<file path="src/rtl/uart_rx_packetizer_if.sv">
// FIFO write-side interface for the UART RX packetizer.
// The packetizer drives rx_data/rx_wren; the RX FIFO returns rx_full.
interface uart_rx_packetizer_if #(
  parameter int unsigned USB_PACKET_WIDTH = 32
);
  logic [USB_PACKET_WIDTH-1:0] rx_data;
  logic                        rx_wren;
  logic                        rx_full;

  modport master (output rx_data, output rx_wren, input rx_full);
  modport slave  (input rx_data, input rx_wren, output rx_full);
endinterface

</file>
<file path="src/rtl/uart_rx_packetizer.sv">
// 16x-oversampled UART receiver that packs each character plus error flags
// into one FIFO word; characters arriving while the FIFO is full are counted.
module uart_rx_packetizer #(
  parameter int unsigned BAUD_RATE        = 9600,
  parameter int unsigned CLOCK_FREQ       = 10000000,
  parameter string       PARITY           = "none",
  parameter int unsigned DATA_BITS        = 8,
  parameter int unsigned STOP_BITS        = 1,
  parameter int unsigned USB_PACKET_WIDTH = 32
) (
  input  logic                        clk,
  input  logic                        rst,
  input  logic                        rx,
  uart_rx_packetizer_if.master        fifo,
  output logic                        rx_busy,
  output logic [7:0]                  drop_count
);

  localparam int unsigned OSR_DIV = CLOCK_FREQ / (BAUD_RATE * 16);
  localparam int unsigned TICK_W  = (OSR_DIV > 1) ? $clog2(OSR_DIV) : 1;
  localparam bit          PAR_EN  = (PARITY != "none");
  localparam bit          PAR_ODD = (PARITY == "odd");

  typedef enum logic [2:0] {
    S_IDLE,
    S_START,
    S_DATA,
    S_PARITY,
    S_STOP,
    S_WRITE
  } state_t;

  state_t                      r_state;
  state_t                      w_next;
  logic                        r_sync1;
  logic                        r_sync2;
  logic                        w_rx_s;
  logic [TICK_W-1:0]           r_tick_cnt;
  logic                        w_tick;
  logic [3:0]                  r_samp_cnt;
  logic [2:0]                  r_bit_cnt;
  logic                        w_sample;
  logic                        w_start_mid;
  logic                        w_enter_start;
  logic [DATA_BITS-1:0]        r_shift;
  logic                        r_parity_err;
  logic                        r_frame_err;
  logic                        r_overrun;
  logic [7:0]                  r_drop_cnt;
  logic [USB_PACKET_WIDTH-1:0] r_last_data;
  logic [USB_PACKET_WIDTH-1:0] w_packet;
  logic                        w_par_calc;
  logic                        w_wren;
  logic                        w_drop;

  assign w_rx_s        = r_sync2;
  assign w_tick        = (r_tick_cnt == TICK_W'(OSR_DIV - 1));
  assign w_sample      = w_tick && (r_samp_cnt == 4'd15);
  assign w_start_mid   = w_tick && (r_samp_cnt == 4'd7);
  assign w_enter_start = (r_state == S_IDLE) && (w_next == S_START);
  assign w_par_calc    = (^r_shift) ^ w_rx_s;

  // State register
  always_ff @(posedge clk or negedge rst) begin
    if (!rst) begin
      r_state <= S_IDLE;
    end else begin
      r_state <= w_next;
    end
  end

  // Next-state logic
  always_comb begin
    w_next = r_state;
    case (r_state)
      S_IDLE:   if (!w_rx_s) w_next = S_START;
      S_START:  if (w_start_mid) w_next = w_rx_s ? S_IDLE : S_DATA;
      S_DATA:   if (w_sample && (r_bit_cnt == 3'(DATA_BITS - 1)))
                  w_next = PAR_EN ? S_PARITY : S_STOP;
      S_PARITY: if (w_sample) w_next = S_STOP;
      S_STOP:   if (w_sample && (r_bit_cnt == 3'(STOP_BITS - 1))) w_next = S_WRITE;
      S_WRITE:  w_next = S_IDLE;
      default:  w_next = S_IDLE;
    endcase
  end

  // Outputs: the fresh packet is muxed onto rx_data during the write cycle
  // so it is valid alongside rx_wren; otherwise the last written word holds.
  always_comb begin
    w_wren = 1'b0;
    w_drop = 1'b0;
    if (r_state == S_WRITE) begin
      if (fifo.rx_full) w_drop = 1'b1;
      else              w_wren = 1'b1;
    end
    fifo.rx_wren = w_wren;
    fifo.rx_data = w_wren ? w_packet : r_last_data;
    rx_busy      = (r_state != S_IDLE);
  end

  always_comb begin
    w_packet                  = '0;
    w_packet[DATA_BITS-1:0]   = r_shift;
    w_packet[8]               = r_parity_err;
    w_packet[9]               = r_frame_err;
    w_packet[10]              = r_overrun;
  end

  assign drop_count = r_drop_cnt;

  // Synchroniser, oversampling tick and bit timing
  always_ff @(posedge clk or negedge rst) begin
    if (!rst) begin
      r_sync1    <= 1'b1;
      r_sync2    <= 1'b1;
      r_tick_cnt <= '0;
      r_samp_cnt <= '0;
      r_bit_cnt  <= '0;
    end else begin
      r_sync1 <= rx;
      r_sync2 <= r_sync1;

      if (w_enter_start || w_tick) r_tick_cnt <= '0;
      else                         r_tick_cnt <= r_tick_cnt + 1'b1;

      if (w_next != r_state) r_samp_cnt <= '0;
      else if (w_tick)       r_samp_cnt <= r_samp_cnt + 4'd1;

      if (w_next != r_state)
        r_bit_cnt <= '0;
      else if (w_sample && ((r_state == S_DATA) || (r_state == S_STOP)))
        r_bit_cnt <= r_bit_cnt + 3'd1;
    end
  end

  // Character assembly and error flags
  always_ff @(posedge clk or negedge rst) begin
    if (!rst) begin
      r_shift      <= '0;
      r_parity_err <= 1'b0;
      r_frame_err  <= 1'b0;
    end else begin
      if (w_enter_start) begin
        r_parity_err <= 1'b0;
        r_frame_err  <= 1'b0;
      end
      if (w_sample) begin
        case (r_state)
          S_DATA:   r_shift <= {w_rx_s, r_shift[DATA_BITS-1:1]};
          S_PARITY: r_parity_err <= PAR_ODD ? ~w_par_calc : w_par_calc;
          S_STOP:   if (!w_rx_s) r_frame_err <= 1'b1;
          default:  ;
        endcase
      end
    end
  end

  // Write bookkeeping: overrun flag, saturating drop counter, held data word
  always_ff @(posedge clk or negedge rst) begin
    if (!rst) begin
      r_overrun   <= 1'b0;
      r_drop_cnt  <= '0;
      r_last_data <= '0;
    end else begin
      if (w_wren) begin
        r_overrun   <= 1'b0;
        r_last_data <= w_packet;
      end else if (w_drop) begin
        r_overrun <= 1'b1;
        if (r_drop_cnt != 8'hFF) r_drop_cnt <= r_drop_cnt + 8'd1;
      end
    end
  end

endmodule

</file>
<file path="src/flat_wrapper.sv">
// flat-port wrapper written by rule: the top's interface ports become plain ports
module uart_rx_packetizer_flat 
#(
  parameter int unsigned BAUD_RATE        = 9600,
  parameter int unsigned CLOCK_FREQ       = 10000000,
  parameter string       PARITY           = "    ",
  parameter int unsigned DATA_BITS        = 8,
  parameter int unsigned STOP_BITS        = 1,
  parameter int unsigned USB_PACKET_WIDTH = 32
)
  (clk, rst, rx, rx_busy, drop_count, fifo_rx_data, fifo_rx_wren, fifo_rx_full);
  uart_rx_packetizer_if #(.USB_PACKET_WIDTH(USB_PACKET_WIDTH)) fifo_i ();
  input  logic clk;
  input  logic rst;
  input  logic rx;
  output logic rx_busy;
  output logic [7:0] drop_count;
  output wire logic [$bits(fifo_i.rx_data)-1:0] fifo_rx_data;
  output wire logic [$bits(fifo_i.rx_wren)-1:0] fifo_rx_wren;
  input wire logic [$bits(fifo_i.rx_full)-1:0] fifo_rx_full;
  assign fifo_rx_data = fifo_i.rx_data;
  assign fifo_rx_wren = fifo_i.rx_wren;
  assign fifo_i.rx_full = fifo_rx_full;
  uart_rx_packetizer #(.BAUD_RATE(BAUD_RATE), .CLOCK_FREQ(CLOCK_FREQ), .PARITY(PARITY), .DATA_BITS(DATA_BITS), .STOP_BITS(STOP_BITS), .USB_PACKET_WIDTH(USB_PACKET_WIDTH)) u_core (.clk(clk), .rst(rst), .rx(rx), .fifo(fifo_i), .rx_busy(rx_busy), .drop_count(drop_count));
endmodule
</file>
<file path="config.mk">
export PLATFORM = sky130hd
export DESIGN_NAME = uart_rx_packetizer_flat
export DESIGN_NICKNAME = d
export VERILOG_FILES = /design/src/rtl/uart_rx_packetizer_if.sv /design/src/rtl/uart_rx_packetizer.sv /design/src/flat_wrapper.sv
export SDC_FILE = /design/constraint.sdc
export NUM_CORES = 1
export LEC_CHECK = 0
export CORE_MARGIN = 2
export CORE_UTILIZATION = 30
export CTS_CLUSTER_SIZE = 25
export DETAILED_ROUTE_END_ITERATION = 16
export GPL_TIMING_DRIVEN = 0
export PLACE_DENSITY_LB_ADDON = 0.2
export SYNTH_ARGS = -nofsm -noshare
export SYNTH_HDL_FRONTEND = slang
export SYNTH_SLANG_ARGS = --single-unit
</file>
<file path="constraint.sdc">
create_clock -name clk -period 1.9 [get_ports clk]
set_clock_uncertainty 0.15 [all_clocks]
set_input_delay 0.285 -clock clk [delete_from_list [all_inputs] [get_ports clk]]
set_output_delay 0.285 -clock clk [all_outputs]
set_load 0.1 [all_outputs]
</file>
==> results of run 1 <==
## layer usage
metal	up-vias	part of all wire, %	track usage (%)
li1	1012	-	-
met1	1077	44	16.0
met2	46	50	19.6
met3	4	5.0	4.05
met4	0	0.74	3.81
met5	-	0	0
## state kept, by name, summed over array words and instances, names as in the netlist
signal / cells
u_core.r_shift: 8
u_core.r_sync1: 1
u_core.r_last_data: 32
u_core.r_sync2: 1
u_core.r_parity_err: 1
u_core.r_samp_cnt: 4
u_core.r_state: 3
u_core.drop_count: 8
u_core.r_frame_err: 1
u_core.r_overrun: 1
u_core.r_tick_cnt: 7
u_core.r_bit_cnt: 3
## power groups by stage
stage               clock, W  sequential [W]  combinational (W)
global placement           0         0.00152          0.0000418
finish               0.00121         0.00149          0.0000475
detailed placement         0         0.00152          0.0000488
floorplan                  0         0.00152         0.00000309
global route         0.00133         0.00150          0.0000546
CTS                  0.00127         0.00149          0.0000507
## per-stage QoR
stage	area, um2	hold WS (ps)	instances
final	4910	196	469
after global placement	3950	198	422
after detailed placement	3970	89.3	423
after global routing	4910	186	469
after floorplan	3330	-161	244
after CTS	4680	180	460
## logic make-up after synthesis
kind of cell | count (synthesis)
simple gates | 87
flops | 70
xor+xnor | 24
mux | 23
buf+inv | 17
compound gates | 16
fa+ha+maj | 7
## layout make-up
type / instances / area share, %
buffer: 6 / 1.96
clock inverter: 6 / 1.45
clock buffer: 10 / 2.60
inverter: 8 / 0.713
sequential: 70 / 36.0
timing repair buffer: 79 / 21.2
tap: 133 / 3.39
multi-input combinational: 157 / 32.7
## cells in the final DEF, fill, tap and decap left out, types with 2 or more instances in the layout
cell type / instances
and3_1: 2
dfstp_2: 2
ha_1: 5
clkinv_4: 3
dfrtp_1: 60
xnor2_1: 14
buf_6: 15
nand4b_1: 2
nand2_2: 3
clkbuf_8: 13
clkdlybuf4s50_1: 2
clkinvlp_4: 2
inv_1: 6
clkdlybuf4s15_2: 8
buf_8: 12
nand2_1: 9
nand3_1: 5
xor2_1: 9
nor2b_1: 2
dfrtp_2: 6
o21ai_1: 2
clkbuf_16: 3
or4_4: 2
buf_4: 21
o21ai_2: 2
dfrtp_4: 2
nand3_4: 2
nor4_2: 5
mux2_4: 18
nor2b_4: 21
nor2_4: 3
nor4_4: 2
buf_16: 2
nor2_1: 13
ha_2: 2
mux2i_1: 4
buf_12: 16
nor3_2: 2
## repair_timing
item	in CTS	in global routing
hold buffers	1	0
gates resized for setup	318	46
pin swaps	5	12
buffers inserted	19	13
gates cloned	3	0
hold endpoints to repair	24	0
endpoints found under the setup margin	59	55
## worst max path at each step
stage / endpoint / cells past startpoint
finish: fifo_rx_data[9] / 6
CTS: fifo_rx_data[10] / 8
global route: fifo_rx_data[6] / 7
global placement: u_core.drop_count[0] / 1
floorplan: u_core.r_shift[0] / 7
detailed placement: fifo_rx_data[10] / 5
==> out/results.txt, run 1 <==
Fin util - 50.0%
Area share of the largest cell type after synthesis - 56.0%
Clock tree buffer depth - 2
Post-synthesis simple-gate area fraction - 16.8%
Max cap viols - 0
Hold path start - rx
Class of the most critical setup path - reg -> out
Unrepaired setup endpoints after global routing - true
Adder-cell share of the synthesized area - 2.88%
Pint - 0.00212 W
CP Capture Type - primary output
Final GP Congestion - 0.776
Final setup TNS - -13880 ps
Xor and xnor area share after synthesis - 7.37%
Share of cells above drive strength 1 - 54.5%
Outcome - finished, violations left
Antenna violations before repair - 0
DR WL/cell - 13.9 um
Initial DRT Pass Iterations - 4
Critical path data required time - 1460 ps
Flop pwr share - 54.3%
Die outline width - 105 um
Fillcell total - 871
Clk pwr share - 44.0%
DRT iter0 DRCs - 127
Switch share - 23.0%
Core area - 0.00982 mm2
Syn Std Cell Area - 0.00304 mm2
Standard-cell row count - 36
Hold path cells - 1
Most frequent cells after synthesis - dfrtp_1, nor2b_1, nor2_1
CTS Buf Count - 9
Gr usage total - 12.3%
Worst ir drop on vdd - 0.000420 V
Yosys reg bits - 70
Compound-cell area share of the yosys netlist - 3.50%
Worst r2r path cells - 5
Final Setup Violations - 52
Final WL - 6520 um
Largest family of logic cells by synthesized area - simple AND/OR/NAND/NOR gates
CP Data Arrival Time - 1870 ps
Area grow syn2layout - 61.6%
R2R Setup Slk - -250 ps
Count of cell types in the netlist - 44
Register area - 0.00177 mm2
Buffer and inverter count on the worst path - 3
Clock latency at the later pin of the worst-skew pair - 340 ps
Largest net degree at the start of global routing - 45
H-tree level count - 3
Comb power frac - 1.7%
Number of global-route vias before repair - 2183
Worst Setup Slack, final - -406 ps
Yosys warns - 0
Critical Path Fanout Max - 5
IO Pins - 46
Initial core utilization - 31.0%
Vias per cell - 4.56
Total Power - 0.00275 W
Post-Syn Instances - 244
Chip height - 105 um
Switch Pwr - 0.000633 W
Post-layout min period - 2310 ps
Worst r2r src - u_core.r_samp_cnt[0]
Part of the cycle the worst path needs - 121%
Achievable Freq - 434 MHz
Die area - 0.0110 mm2
Crit path max-delay family - buffers and inverters
Slowest Stage Delay on Critical Path - 400 ps
Net count, final - 342
CTS tree - built
Clk root buf - clkbuf_8
Post-synthesis mux area share - 9.34%
Final HPWL DP - 4060 um
Post-route ant nets - 0
Register area share after synthesis - 57.7%
Worst-Margin Slew - 572 ps
Grt total ovfl - 0
Final Max Tran Viols - 0
Hold Path Class - in -> reg
Worst-case hold path end point - u_core.r_sync1
Worst Setup Slack post-DPL - -1060 ps
Area occupied by multi-input gates - 0.00161 mm2
Clock sinks - 70
Critical Path Source - u_core.r_state[0]
# DRC - 0
Final hold vios - 0
Violated checks - negative setup slack
Antenna diodes - 0
Critical path startpoint category - flip-flop
Buffers on Ports - 45
Relative slew margins - 61.8%
FF-to-FF End - u_core.r_shift[1]
Worst-path clk slew - 80 ps
Via count - 2139
Syn_area_per_cell - 12.5 um2
LEAKAGE - 2.18 nW
Synth Net Count - 255
First-pass GRT wire length - 10800 um
Most frequent cell after synthesis - dfrtp_1
Post-synth ARST share - 100%
Yosys top cell by area - dfrtp_1
Cells along the critical path - clkbuf_8 > nand3_4 > nor2_4 > buf_6 > mux2_4 > buf_12
Number of synthesized flops with an enable pin - 0
PD cells - 561 mW/mm2
Top post-synthesis cells by area - dfrtp_1, nor2b_1, mux2_2
Synth Flop Type - dfrtp_1
CP max-delay cell - dfrtp_1
(Power assumes the default switching activity.)
==> run 2: changes to the inputs <==
--- a/config.mk
+++ b/config.mk
@@ -10,7 +10,6 @@
 export CTS_CLUSTER_SIZE = 25
 export DETAILED_ROUTE_END_ITERATION = 16
 export GPL_TIMING_DRIVEN = 0
-export PLACE_DENSITY_LB_ADDON = 0.2
 export SYNTH_ARGS = -nofsm -noshare
 export SYNTH_HDL_FRONTEND = slang
 export SYNTH_SLANG_ARGS = --single-unit
==> out/results.txt, run 2 (synthesis gave the netlist of run 1 again) <==
Worst Setup Slack, final - -391 ps
Post-layout min period - 2290 ps
Class of the most critical setup path - reg -> out
Unrepaired setup endpoints after global routing - true
Outcome - finished, violations left
Fin util - 52.6%
Hold path start - rx
Via count - 2191
Grt total ovfl - 0
Relative slew margins - 39.5%
Final Setup Violations - 44
Achievable Freq - 436 MHz
Gr usage total - 13.7%
H-tree level count - 3
Most common cell on crit path - buf_12
PD cells - 569 mW/mm2
Final setup TNS - -13380 ps
Post-Layout Inst Area - 0.00517 mm2
Critical path data required time - 1460 ps
Initial DRT Pass Iterations - 4
Worst r2r src - u_core.r_samp_cnt[1]
CTS tree - built
Clk root buf - clkbuf_8
CP Data Arrival Time - 1860 ps
# DRC - 0
Die area - 0.0110 mm2
Critical Path Fanout Max - 5
Max cap viols - 0
Worst-Margin Slew - 908 ps
CP max-delay cell - dfrtp_1
Share of cells above drive strength 1 - 55.1%
Final hold vios - 0
Initial core utilization - 31.0%
Worst Setup Slack post-DPL - -1060 ps
Critical path startpoint category - flip-flop
Largest net degree at the start of global routing - 71
Net count, final - 356
Worst-path clk slew - 80 ps
CTS Buf Count - 9
Post-route ant nets - 0
Final Max Tran Viols - 0
CP Capture Type - primary output
Worst ir drop on vdd - 0.000384 V
Cells along the critical path - clkbuf_8 > clkinv_4 > nand3_4 > nor2_4 > buf_12 > buf_12 > mux2_4 > buf_12
Most flops, register - u_core.r_last_data
Worst r2r path cells - 5
Number of global-route vias before repair - 2290
DRT iter0 DRCs - 104
Antenna violations before repair - 0
Commonest cells after routing, fill and taps aside - dfrtp_1, buf_12, buf_4
Slowest Stage Delay on Critical Path - 390 ps
Clock sinks - 70
Standard-cell row count - 36
Worst-case hold path end point - u_core.r_sync1
Clock tree buffer depth - 2
LEAKAGE - 2.30 nW
First-pass GRT wire length - 11800 um
Part of the cycle the worst path needs - 121%
Core area - 0.00982 mm2
Buffers on Ports - 45
Hold path cells - 1
Final WL - 7350 um
FF-to-FF End - u_core.r_shift[7]
Placed inst area - 0.00394 mm2
Die outline width - 105 um
R2R Setup Slk - -220 ps
Violated checks - negative setup slack
Hold Path Class - in -> reg
Vias per cell - 4.54
Commonest non-fill, non-tap cell in the layout - dfrtp_1
Clock latency at the later pin of the worst-skew pair - 360 ps
Area grow syn2layout - 70.0%
Final GP Congestion - 0.725
IO Pins - 46
Max reg flops - 32
Buffer and inverter count on the worst path - 5
Final HPWL DP - 4030 um
Chip height - 105 um
Crit path max-delay family - buffers and inverters
Critical Path Source - u_core.r_state[1]
DR WL/cell - 15.2 um
Antenna diodes - 0
run 2: report_power, final:
group	switching [W]	leakage, nW	internal [W]
combinational	0.0000320	1.25	0.00000795
sequential	0.00000277	0.942	0.00149
clock	0.000646	0.112	0.000760
total	0.000681	2.30	0.00226
run 2: worst register-to-register path: cells and delay by family, from the launching register on:
| family | cells | cell delay [ps] |
|---|---|---|
| adders and majority gates | 1 | 180 |
| DFF | 1 | 430 |
| muxes | 1 | 340 |
| and+or+nand+nor | 3 | 910 |
run 2: cell type report:
class / count / area [um2]
plain buffers: 6 / 91.3
clock buffers: 9 / 124
clock inverters: 7 / 105
fillers: 844 / 4650
inverters: 8 / 35.0
multi-input cells: 157 / 1580
flip-flops and latches: 70 / 1770
well taps: 133 / 166
repair buffers: 93 / 1290
run 2: what timing repair did:
item                                   in CTS  in global routing
hold buffers                                1                  0
setup endpoints to repair                  60                 63
pin swaps                                  12                  9
endpoints found under the hold margin      68                  0
gates resized for setup                   358                 29
buffers inserted                           29                 19
cloned                                      2                  1
run 2: worst max-delay path by stage:
stage / endpoint / cells after the start
finish: fifo_rx_data[5] / 8
global route: fifo_rx_data[5] / 8
CTS: fifo_rx_data[2] / 8
detailed placement: fifo_rx_data[3] / 5
global placement: u_core.drop_count[1] / 1
floorplan: u_core.r_shift[0] / 7
run 2: metrics by stage:
step	std cells	power [W]	hold WS, ps
final	483	0.00294	189
after global routing	483	0.00305	181
after CTS	467	0.00298	173
after detailed placement	422	0.00157	199
after global placement	422	0.00157	196
after floorplan	244	0.00153	-161
run 2: layer usage:
metal  share of wire [%]  track usage (%)  wire length [um]
met1                  40             16.0              2970
met2                  54             24.0              3980
met3                 4.1             4.24               301
met4                 1.2             4.29                88
met5                   0                0                 0
